**src/rtl/seg7_scan_if.sv**
```systemverilog
// Bus between a multiplexed seven-segment driver and the scan capture block:
// the raw anode/segment lines in, the rebuilt frame and status out.
interface seg7_scan_if;
  logic [3:0]  an;
  logic [6:0]  out;
  logic [15:0] hex;
  logic [3:0]  hex_ok;
  logic [27:0] seg_frame;
  logic        frame_valid;
  logic        scan_err;
  logic        stale;

  modport master (
    output an, out,
    input  hex, hex_ok, seg_frame, frame_valid, scan_err, stale
  );

  modport slave (
    input  an, out,
    output hex, hex_ok, seg_frame, frame_valid, scan_err, stale
  );
endinterface

```
**src/rtl/seg7_scan_capture.sv**
```systemverilog
// Snoops a multiplexed 4-digit seven-segment display and rebuilds the shown
// characters as a stable frame, with hex decode, scan error and staleness flags.
module seg7_scan_capture #(
  parameter int SETTLE  = 4,
  parameter int TIMEOUT = 1000
) (
  input  logic        clk,
  input  logic        rst,
  seg7_scan_if.slave  bus
);

  localparam int CW = $clog2(SETTLE + 1);
  localparam int TW = $clog2(TIMEOUT + 1);
  localparam logic [CW-1:0] SETTLE_M1  = CW'(SETTLE - 1);
  localparam logic [CW-1:0] SETTLE_MAX = CW'(SETTLE);
  localparam logic [TW-1:0] TO_MAX     = TW'(TIMEOUT);

  // Returns {glyph_ok, nibble} for an active-high gfedcba pattern.
  function automatic logic [4:0] decode(input logic [6:0] g);
    logic [4:0] r;
    case (g)
      7'h3F: r = 5'h10;
      7'h06: r = 5'h11;
      7'h5B: r = 5'h12;
      7'h4F: r = 5'h13;
      7'h66: r = 5'h14;
      7'h6D: r = 5'h15;
      7'h7D: r = 5'h16;
      7'h07: r = 5'h17;
      7'h7F: r = 5'h18;
      7'h6F: r = 5'h19;
      7'h67: r = 5'h19;
      7'h77: r = 5'h1A;
      7'h7C: r = 5'h1B;
      7'h39: r = 5'h1C;
      7'h5E: r = 5'h1D;
      7'h79: r = 5'h1E;
      7'h71: r = 5'h1F;
      default: r = 5'h00;
    endcase
    return r;
  endfunction

  logic [3:0]    an_s1_q, an_s2_q;
  logic [6:0]    seg_s1_q, seg_s2_q;
  logic [10:0]   prev_q;
  logic [CW-1:0] cnt_q, cnt_d;
  logic [TW-1:0] to_q, to_d;
  logic [27:0]   shadow_q, shadow_d;
  logic [3:0]    seen_q, seen_d;
  logic          done_q, done_d;
  logic [15:0]   hex_q, hex_d;
  logic [3:0]    ok_q, ok_d;
  logic [27:0]   frame_q;
  logic          fv_q, err_q, stale_q;

  logic [10:0]   sample;
  logic          active, blank, illegal, same, capture;
  logic [1:0]    idx;

  always_comb begin
    sample = {an_s2_q, seg_s2_q};
    active = 1'b1;
    idx    = 2'd0;
    case (an_s2_q)
      4'b1110: idx = 2'd0;
      4'b1101: idx = 2'd1;
      4'b1011: idx = 2'd2;
      4'b0111: idx = 2'd3;
      default: active = 1'b0;
    endcase
    blank   = (an_s2_q == 4'hF);
    illegal = !active && !blank;
    same    = (sample == prev_q);
    // One capture per dwell: the counter moves past SETTLE-1 and saturates.
    capture = active && same && (cnt_q == SETTLE_M1);

    cnt_d = '0;
    if (active && same)
      cnt_d = (cnt_q == SETTLE_MAX) ? cnt_q : cnt_q + 1'b1;

    to_d = capture ? '0 : ((to_q == TO_MAX) ? to_q : to_q + 1'b1);

    shadow_d = shadow_q;
    seen_d   = done_q ? 4'h0 : seen_q;
    for (int i = 0; i < 4; i++) begin
      if (capture && (idx == i[1:0])) begin
        shadow_d[7*i +: 7] = ~seg_s2_q;
        seen_d[i]          = 1'b1;
      end
    end
    done_d = capture && (seen_d == 4'hF);

    hex_d = '0;
    ok_d  = '0;
    for (int i = 0; i < 4; i++)
      {ok_d[i], hex_d[4*i +: 4]} = decode(shadow_q[7*i +: 7]);
  end

  // Synchronizers idle at all-ones so the cleared state reads as a blank scan.
  always_ff @(posedge clk or posedge rst) begin
    if (rst) begin
      an_s1_q  <= '1;
      an_s2_q  <= '1;
      seg_s1_q <= '1;
      seg_s2_q <= '1;
      prev_q   <= '1;
      cnt_q    <= '0;
      to_q     <= '0;
      shadow_q <= '0;
      seen_q   <= '0;
      done_q   <= 1'b0;
      hex_q    <= '0;
      ok_q     <= '0;
      frame_q  <= '0;
      fv_q     <= 1'b0;
      err_q    <= 1'b0;
      stale_q  <= 1'b0;
    end else begin
      an_s1_q  <= bus.an;
      an_s2_q  <= an_s1_q;
      seg_s1_q <= bus.out;
      seg_s2_q <= seg_s1_q;
      prev_q   <= sample;
      cnt_q    <= cnt_d;
      to_q     <= to_d;
      shadow_q <= shadow_d;
      seen_q   <= seen_d;
      done_q   <= done_d;
      fv_q     <= done_q;
      if (done_q) begin
        frame_q <= shadow_q;
        hex_q   <= hex_d;
        ok_q    <= ok_d;
      end
      err_q   <= err_q | illegal;
      stale_q <= (to_q >= TO_MAX);
    end
  end

  assign bus.hex         = hex_q;
  assign bus.hex_ok      = ok_q;
  assign bus.seg_frame   = frame_q;
  assign bus.frame_valid = fv_q;
  assign bus.scan_err    = err_q;
  assign bus.stale       = stale_q;

endmodule

```
**src/flat_wrapper.sv**
```systemverilog
// flat-port wrapper written by rule: the top's interface ports become plain ports
module seg7_scan_capture_flat 
#(
  parameter int SETTLE  = 4,
  parameter int TIMEOUT = 1000
)
  (clk, rst, bus_an, bus_out, bus_hex, bus_hex_ok, bus_seg_frame, bus_frame_valid, bus_scan_err, bus_stale);
  seg7_scan_if bus_i ();
  input  logic clk;
  input  logic rst;
  input wire logic [$bits(bus_i.an)-1:0] bus_an;
  input wire logic [$bits(bus_i.out)-1:0] bus_out;
  output wire logic [$bits(bus_i.hex)-1:0] bus_hex;
  output wire logic [$bits(bus_i.hex_ok)-1:0] bus_hex_ok;
  output wire logic [$bits(bus_i.seg_frame)-1:0] bus_seg_frame;
  output wire logic [$bits(bus_i.frame_valid)-1:0] bus_frame_valid;
  output wire logic [$bits(bus_i.scan_err)-1:0] bus_scan_err;
  output wire logic [$bits(bus_i.stale)-1:0] bus_stale;
  assign bus_i.an = bus_an;
  assign bus_i.out = bus_out;
  assign bus_hex = bus_i.hex;
  assign bus_hex_ok = bus_i.hex_ok;
  assign bus_seg_frame = bus_i.seg_frame;
  assign bus_frame_valid = bus_i.frame_valid;
  assign bus_scan_err = bus_i.scan_err;
  assign bus_stale = bus_i.stale;
  seg7_scan_capture #(.SETTLE(SETTLE), .TIMEOUT(TIMEOUT)) u_core (.clk(clk), .rst(rst), .bus(bus_i));
endmodule
```
**config.mk**
```make
export PLATFORM = sky130hd
export DESIGN_NAME = seg7_scan_capture_flat
export DESIGN_NICKNAME = d
export VERILOG_FILES = /design/src/rtl/seg7_scan_if.sv /design/src/rtl/seg7_scan_capture.sv /design/src/flat_wrapper.sv
export SDC_FILE = /design/constraint.sdc
export NUM_CORES = 1
export LEC_CHECK = 0
export ABC_AREA = 1
export CAP_MARGIN = 20
export CORE_MARGIN = 2
export CORE_UTILIZATION = 40
export CTS_CLUSTER_SIZE = 14
export DETAILED_ROUTE_END_ITERATION = 12
export SYNTH_ARGS = -nofsm -noshare
export SYNTH_HDL_FRONTEND = slang
export SYNTH_SLANG_ARGS = --single-unit
```
**constraint.sdc**
```tcl
create_clock -name clk -period 10.55 [get_ports clk]
set_clock_uncertainty 0.2 [all_clocks]
set_input_delay 1.055 -clock clk [delete_from_list [all_inputs] [get_ports clk]]
set_output_delay 1.055 -clock clk [all_outputs]
set_load 0.005 [all_outputs]
```
==> impl_summary.log <==
INFO  metric synth-warning-count = 0
INFO  metric finalSetupViolations = 0
INFO  metric post-cts-setup-buffer-count = 0
INFO  metric dp_slack = 7340 ps
INFO  metric final_nets = 797
INFO  metric cts_num_sinks = 130
INFO  metric yosys.area.top_type = dfrtp_1
INFO  metric share_comb_of_total_power = 0.025
INFO  metric setup_tns_final = 0 ps
INFO  metric worst_skew_pair.late_latency = 410 ps
INFO  metric timing.fmax = 0.374 GHz
INFO  metric chipHeight = 126 um
INFO  metric mostFrequentLayoutCells = 177 x nand2_1, 97 x inv_1, 97 x dfrtp_1, 81 x nor2_1, 63 x clkdlybuf4s50_1
INFO  metric number_of_flops_mapped_to_enable_cells_by_yosys = 0
INFO  metric timing.final.max_slew_violations = 0
INFO  metric hold_slack = 153 ps
INFO  metric crit-reg2reg-launch = u_core.seg_s2_q[0]
INFO  metric numPortBuffers = 63
INFO  metric worst_slew_pin_slew = 890 ps
INFO  metric crit_path_max_fanout = 73
INFO  metric worstReg2RegEnd = u_core.done_q
INFO  metric worst-endpoint-arrival = 2940 ps
INFO  metric path_type_of_the_worst_min_delay_path = reg -> reg
INFO  metric netSwitchingFraction = 0.210
INFO  metric critPathRequiredTime = 10820 ps
INFO  metric max_root_sink_buffers = 2
INFO  metric row_count = 44
INFO  metric first_pass_iters = 5
INFO  metric setup.worst_path.start_class = input pin
INFO  metric clk_root_buffer_cell = clkbuf_16
INFO  metric layout_worst_path_cycle_share = 0.253
INFO  metric placed_area = 0.00676 mm^2
INFO  metric grt_max_degree = 80
INFO  metric track_usage = 0.174
INFO  metric synth.avg_cell_area = 8.42 um^2
INFO  metric ys_top_cells_by_area = dfrtp_1 41%, dfstp_2 15%, nand2_1 11%
INFO  metric post_cts_resize_count = 0
INFO  metric dr_total_vias = 4803
INFO  metric dr.first_iter.drc_count = 462
INFO  metric grt_pass1_wl = 22.3 mm
INFO  metric initial_antenna_violation_count = 0
INFO  metric floorplan.initialDensity = 0.411
INFO  metric clk_pin_slew_worst_paths = 60 ps
INFO  metric place_hpwl = 9.28 mm
INFO  metric gpl.final_weighted_congestion = 0.920
INFO  metric postSynthNetCount = 727
INFO  metric total_switching_power = 238 uW
INFO  metric setup.worst_path.end = u_core.shadow_q[0]
INFO  metric run_status = finished, final reports clean
INFO  metric synth_ff_type = dfrtp_1
INFO  metric setup.worst_path.start = rst
INFO  metric fillCellCount = 1390
INFO  metric totalWireLength = 13.0 mm
INFO  metric detail_route.wl_per_cell = 13.3 um
INFO  metric endpoint_kind = asynchronous set/reset pin
INFO  metric post-route-drc-count = 0
INFO  metric drv_cap = 0
INFO  metric power_leakage = 3.64 nW
INFO  metric antenna_left = 0
INFO  metric design.die.area = 0.0159 mm^2
INFO  metric cts_hold_buf = 0
INFO  metric post_drt_via_cell_ratio = 4.92
INFO  metric synth_cells = 709
INFO  metric final_area = 0.00740 mm^2
INFO  metric io-pin-count = 64
INFO  metric ys_seq_area_frac = 0.552
INFO  metric via_count_of_the_first_global_routing_pass = 4712
INFO  metric slew_headroom = 0.407
INFO  metric regToRegSetupSlack = 8270 ps
INFO  metric yosys.cell_types.count = 32
INFO  metric yosys.area.top_type_share = 0.406
INFO  metric fin_total_pwr = 1.14 mW
INFO  metric insertedDiodeCount = 0
INFO  metric synth-seq-cells = 130
INFO  metric critPathKind = in -> async
INFO  metric grt-ovfl-total = 0
INFO  metric htree_levels = 4
INFO  metric cell_internal_pwr = 898 uW
INFO  metric power_frac_clock = 0.522
INFO  metric power_frac_seq = 0.453
INFO  metric pwr_density_cell = 154 mW/mm^2
INFO  metric ir_drop = 0.109 mV
INFO  metric hold_viol_final = 0
INFO  metric syn2layout_area_growth = 23.9%
INFO  metric asyncSetResetFlopFracSynth = 1.00
INFO  metric layout_min_cycle_time = 2670 ps
INFO  metric chipWidth = 126 um
INFO  metric cts_made_buffers = 17
INFO  metric tritoncts = done
INFO  metric layout.cells.most_common = nand2_1
INFO  metric hold_path_startpoint = u_core.seg_s1_q[4]
INFO  metric final_setup_slack_of_the_worst_path = 7880 ps
INFO  metric r2r_cells = 10
INFO  metric layout-drive-gt1-share = 0.111
INFO  metric synth_area = 0.00597 mm^2
INFO  metric design.core.area = 0.0145 mm^2
INFO  metric grt_setup_unrepaired = false
[sequential cells by signal, indices dropped and copies added, names as in the netlist, 7 cells and up]
name,flops
u_core.seg_s1_q,7
u_core.prev_q,11
u_core.to_q,10
u_core.bus.seg_frame,28
u_core.seg_s2_q,7
u_core.shadow_q,28
u_core.bus.hex,16
[worst min path at each step]
stage                              end  slack [ps]  cells past startpoint
finish              u_core.seg_s2_q[4]         150                      0
global route        u_core.seg_s2_q[5]         160                      0
CTS                 u_core.seg_s2_q[1]         160                      0
detailed placement  u_core.seg_s2_q[0]         150                      0
global placement     u_core.an_s2_q[0]         150                      0
floorplan            u_core.an_s2_q[0]         150                      0
[Yosys cell counts (all sizes together), types with 2 or more instances]
master   count
a21oi       35
a31oi        3
buf          4
clkbuf      10
dfrtp       97
dfstp       33
ha           5
inv        100
nand2      177
nand3       29
nand4       30
nor2        84
nor3        24
nor4         4
o2111ai      3
o211ai       2
o21ai       53
o31ai        2
xnor2        4
xor2         4
[metrics by stage]
step / utilization / cells
after floorplan: - / 709
after global placement: 0.465 / 943
after detailed placement: 0.465 / 943
after CTS: 0.508 / 975
after global routing: 0.509 / 976
final: 0.509 / 976
[critical path: stages]
cell	delay (ps)
clkdlybuf4s50_1	440
inv_4	650
buf_4	710
[power by group through the flow]
stage	sequential, mW	combinational [mW]	clock, mW
global placement	0.523	0.0290	0
finish	0.515	0.0284	0.593
CTS	0.515	0.0297	0.609
floorplan	0.522	0.0179	0
detailed placement	0.523	0.0296	0
global route	0.516	0.0332	0.634
[area by class of cell]
type | count | area (um^2) | area share
multi-input cells | 464 | 2220 | 0.300
clock buffers | 21 | 526 | 0.0710
inverters | 101 | 382 | 0.0516
flip-flops and latches | 130 | 3290 | 0.445
repair buffers | 65 | 658 | 0.0890
well taps | 184 | 230 | 0.0311
clock inverters | 11 | 91.3 | 0.0123
[kinds of logic (layout without fill, tap and decap cells)]
family	after synthesis	count (layout)	synth area share
buffers and inverters	115	198	0.0773
DFF	130	130	0.552
AOI/OAI and AO/OA	99	99	0.0920
adders and majority gates	5	5	0.0105
and+or+nand+nor	352	352	0.257
xor gates and xnor gates	8	8	0.0117
[metal layers]
| metal | GRT usage | wire, um | up-vias |
|---|---|---|---|
| met5 | 0 | 0 | - |
| met4 | 0.0659 | 257 | 0 |
| met3 | 0.0472 | 490 | 23 |
| met2 | 0.289 | 6320 | 113 |
| met1 | 0.218 | 5960 | 2249 |
| li1 | - | - | 2418 |
No activity file was read; power rests on OpenSTA's default activity.
==> patch 1: new RTL, same settings <==
Make the reset (`rst`) synchronous in one clocked block.
--- a/src/rtl/seg7_scan_capture.sv
+++ b/src/rtl/seg7_scan_capture.sv
@@ -100,3 +100,3 @@
   // Synchronizers idle at all-ones so the cleared state reads as a blank scan.
-  always_ff @(posedge clk or posedge rst) begin
+  always_ff @(posedge clk) begin
     if (rst) begin
Check against the original RTL: differs if rst is asserted again (counterexample within 4 cycles, from zero or initial values and one cycle with rst high); with rst held inactive, the same outputs for 10 cycles.
==> patch 1 against the unedited design <==
- first-iteration DRC count fell by 32%
- synthesized cell count rose by 11%
- non-clock buffer count rose by 1
- largest power group unchanged
- worst hold slack improved by 0.053 ns
- sequential share of layout area fell by 7.9 points
- setup slack got worse by 0.56 ns
- routed wire length fell by 4.4%
- register-to-register slack improved by 0.09 ns
- sequential cell count did not move
- area after synthesis fell by 4.3%
- final cell count rose by 6.7%
- final area fell by 4.0%
- count of clock-buffer cells in the layout fell by 1
- power fell by 1.1%
- highest routed layer unchanged
==> patch 1: results <==
[hold_path]
min-delay-start = "u_core.seg_s1_q[0]$_SDFF_PP1_"

[synthesis]
syn-num-nets = 805
ys_types = 34
synthTopCellsByArea = "dfxtp_1 (46%), nand2_1 (9.3%), nor2_1 (6.8%), o21ai_0 (5.8%), inv_1 (5.5%)"
ys_top_cells_by_count = "nand2_1 (142), dfxtp_1 (130), nor2_1 (104)"
async_flop_share_pct = 0
ys_seq_area_share_pct = 45.5
synth_ff_type = "dfxtp_1"

[route]
route.detailed.wl_per_inst_microns = 12.0
drt_iter0_drc = 313
wl_met2_microns = 5690
vias = 5110

[setup_path]
cp_slowest_cell = "clkinv_1"
r2r-start = "u_core.done_q$_SDFF_PP0_"
worstPathArrival_ns = 3.30
reg2reg_depth = 6
r2r-end = "u_core.done_q$_SDFF_PP0_"

[die]
coreArea_sq_um = 13900

[placed_design]
dp_hpwl_microns = 8870
dp_cells = 1009

[global_route]
grt_max_degree = 82
grt_util_met3_pct = 4.24
grt_pass1_vias = 4741

[cells_and_area]
fin_cells = 1041
fin_nets = 866
drive_above_1_share_pct = 10.7
n_fill_cell = 1346

[power]
leakagePower_nw = 3.04
peakVddDrop_mv = 0.101
pg_clk_mw = 0.585
p_switching_mw = 0.231

[sta]
whs_ns = 0.205
fin_crit_ns = 3.24

[run_status]
outcome = "finished, final reports clean"
==> patch 1: changes by cell type after synthesis, moves of 15 or more <==
cell	delta
or2_2	+24
nand2_1	-35
dfstp_2	-33
dfxtp_1	+130
nand4_1	-15
nor2_1	+23
a21oi_1	+26
dfrtp_1	-97
==> patch 1: cell families (layout without fill, tap and decap cells) <==
logic type,after synthesis,after routing,synth area share [%]
AO/OA/AOI/OAI,144,144,13.0
XOR/XNOR,7,7,1.07
adder cells (fa/ha/maj),5,5,1.09
buffers and inverters,118,192,7.81
flip-flops,130,130,45.5
AND/OR/NAND/NOR,383,383,31.5
==> patch 1: area by class of cell <==
class                      instances  area, sq um  share of cell area, %
clock buffer                      20          457                   6.43
clock inverter                    12          138                   1.94
inverter                          94          357                   5.02
multi-input combinational        539         2670                   37.6
sequential                       130         2600                   36.7
tap                              180          225                   3.17
timing repair buffer              66          653                   9.20
==> patch 2: new RTL, same flow settings <==
Made on the original files. `TIMEOUT` is set to 1000 in 2 places; all go to 4000.
--- a/src/rtl/seg7_scan_capture.sv
+++ b/src/rtl/seg7_scan_capture.sv
@@ -4,3 +4,3 @@
   parameter int SETTLE  = 4,
-  parameter int TIMEOUT = 1000
+  parameter int TIMEOUT = 4000
 ) (
--- a/src/flat_wrapper.sv
+++ b/src/flat_wrapper.sv
@@ -4,3 +4,3 @@
   parameter int SETTLE  = 4,
-  parameter int TIMEOUT = 1000
+  parameter int TIMEOUT = 4000
 )
Behaviour: no difference found for any inputs over 10 cycles, from zero or initial values and one cycle with rst high; that may be too few to reach the edited logic, so the function may still have changed.
==> patch 2 against the unedited design <==
- sequential cell count rose by 2
- routed wire length up 3.0%
- power is 1.4% higher
- core utilization is 0.20 points higher
- final area rose by 1.2%
- area after synthesis is 1.3% higher
- combinational power shrank 2%
- setup slack got worse by 0.0059 ns
==> patch 2: results <==
[setup_path]
r2r-start = "u_core.seg_s2_q[2]$_DFF_PP1_"
critPathMaxFanout = 69
worstPathArrival_ns = 2.92
r2r_setup_slack_ns = 8.25

[cells_and_area]
multi_input_comb_cells = 479
inverters = 92
multi_input_area_share_pct = 30.5
fin_nets = 805
final-clk-cell-share_pct = 8.31
clock_buffers = 27
seq_cells = 132
multi_input_area_sq_um = 2280
n_fill_cell = 1384
drive_above_1_share_pct = 10.3

[power]
peakVddDrop_mv = 0.124
leakagePower_nw = 3.57

[synthesis]
ys_seq_area_share_pct = 55.3
ys_types = 42
ys_top_cells_by_count = "nand2_1 (174), dfrtp_1 (99), inv_1 (88)"
syn-num-nets = 737
synth-adder-area-share_pct = 1.03
synth_compound_area_share_pct = 9.74
synthTopCellsByArea = "dfrtp_1 (41%), dfstp_2 (14%), nand2_1 (11%), inv_1 (5.5%), nor2_1 (5.0%)"
yosys.area_share.xor_xnor_pct = 0.724

[global_route]
grt_pass1_wl_microns = 23100
grt_max_degree = 82
grt_pass1_vias = 4849
grt.total_usage_pct = 18.1

[sta]
slew_headroom_pct = 44.1

[route]
drt-pass1-iter-count = 6
drt_iter0_drc = 546
vias = 4983
route.detailed.wl_per_inst_microns = 13.6

[hold_path]
min-delay-start = "u_core.seg_s1_q[2]$_DFF_PP1_"
holdPathEnd = "u_core.seg_s2_q[2]$_DFF_PP1_"

[clocking]
cts-root-buf = "clkbuf_16"
cts_made_buffers = 17

[placed_design]
dp_hpwl_microns = 9360
dpl_cell_area_sq_um = 6840
gp_congestion = 0.967

[run_status]
outcome = "finished, final reports clean"
patch 2: where the power goes:
part | internal (mW) | switching (mW)
combinational | 0.00826 | 0.0194
clock | 0.392 | 0.210
sequential | 0.518 | 0.00465
total | 0.918 | 0.234
patch 2: how the worst max path moves through the flow:
| stage | from | to | slack, ns | depth (start not counted) |
|---|---|---|---|---|
| 4_1_cts | rst | u_core.bus.hex[4]$_DFFE_PP0P_ | 7.74 | 3 |
| 2_1_floorplan | rst | u_core.bus.frame_valid$_DFF_PP0_ | 5.82 | 1 |
| 3_5_place_dp | rst | u_core.bus.hex[11]$_DFFE_PP0P_ | 7.29 | 3 |
| 3_3_place_gp | rst | u_core.bus.hex[11]$_DFFE_PP0P_ | 7.36 | 3 |
| 6_report | rst | u_core.bus.seg_frame[11]$_DFFE_PP0P_ | 7.87 | 3 |
| 5_1_grt | rst | u_core.bus.seg_frame[1]$_DFFE_PP0P_ | 7.53 | 3 |
patch 2: through the flow:
step / setup WS [ns] / power [mW] / std cells / hold WS, ns / utilization (%)
final: 7.87 / 1.15 / 984 / 0.150 / 51.1
after global routing: 7.53 / 1.20 / 984 / 0.150 / 51.1
after CTS: 7.74 / 1.17 / 983 / 0.152 / 51.0
after detailed placement: 7.29 / 0.560 / 951 / 0.147 / 46.7
after global placement: 7.36 / 0.559 / 951 / 0.145 / 46.7
after floorplan: 5.82 / 0.548 / 719 / 0.145 / -
patch 2: metal layers:
layer / up-vias / share of wire [%] / GRT usage, %
met3: 29 / 4.6 / 4.39
met5: - / 0 / 0
li1: 2475 / - / -
met1: 2324 / 47 / 23.9
met2: 155 / 46 / 28.5
met4: 0 / 2.2 / 7.69
patch 2: critical path: stages:
cell and delay [ns]:
clkdlybuf4s50_1 0.44, inv_4 0.57, buf_4 0.80
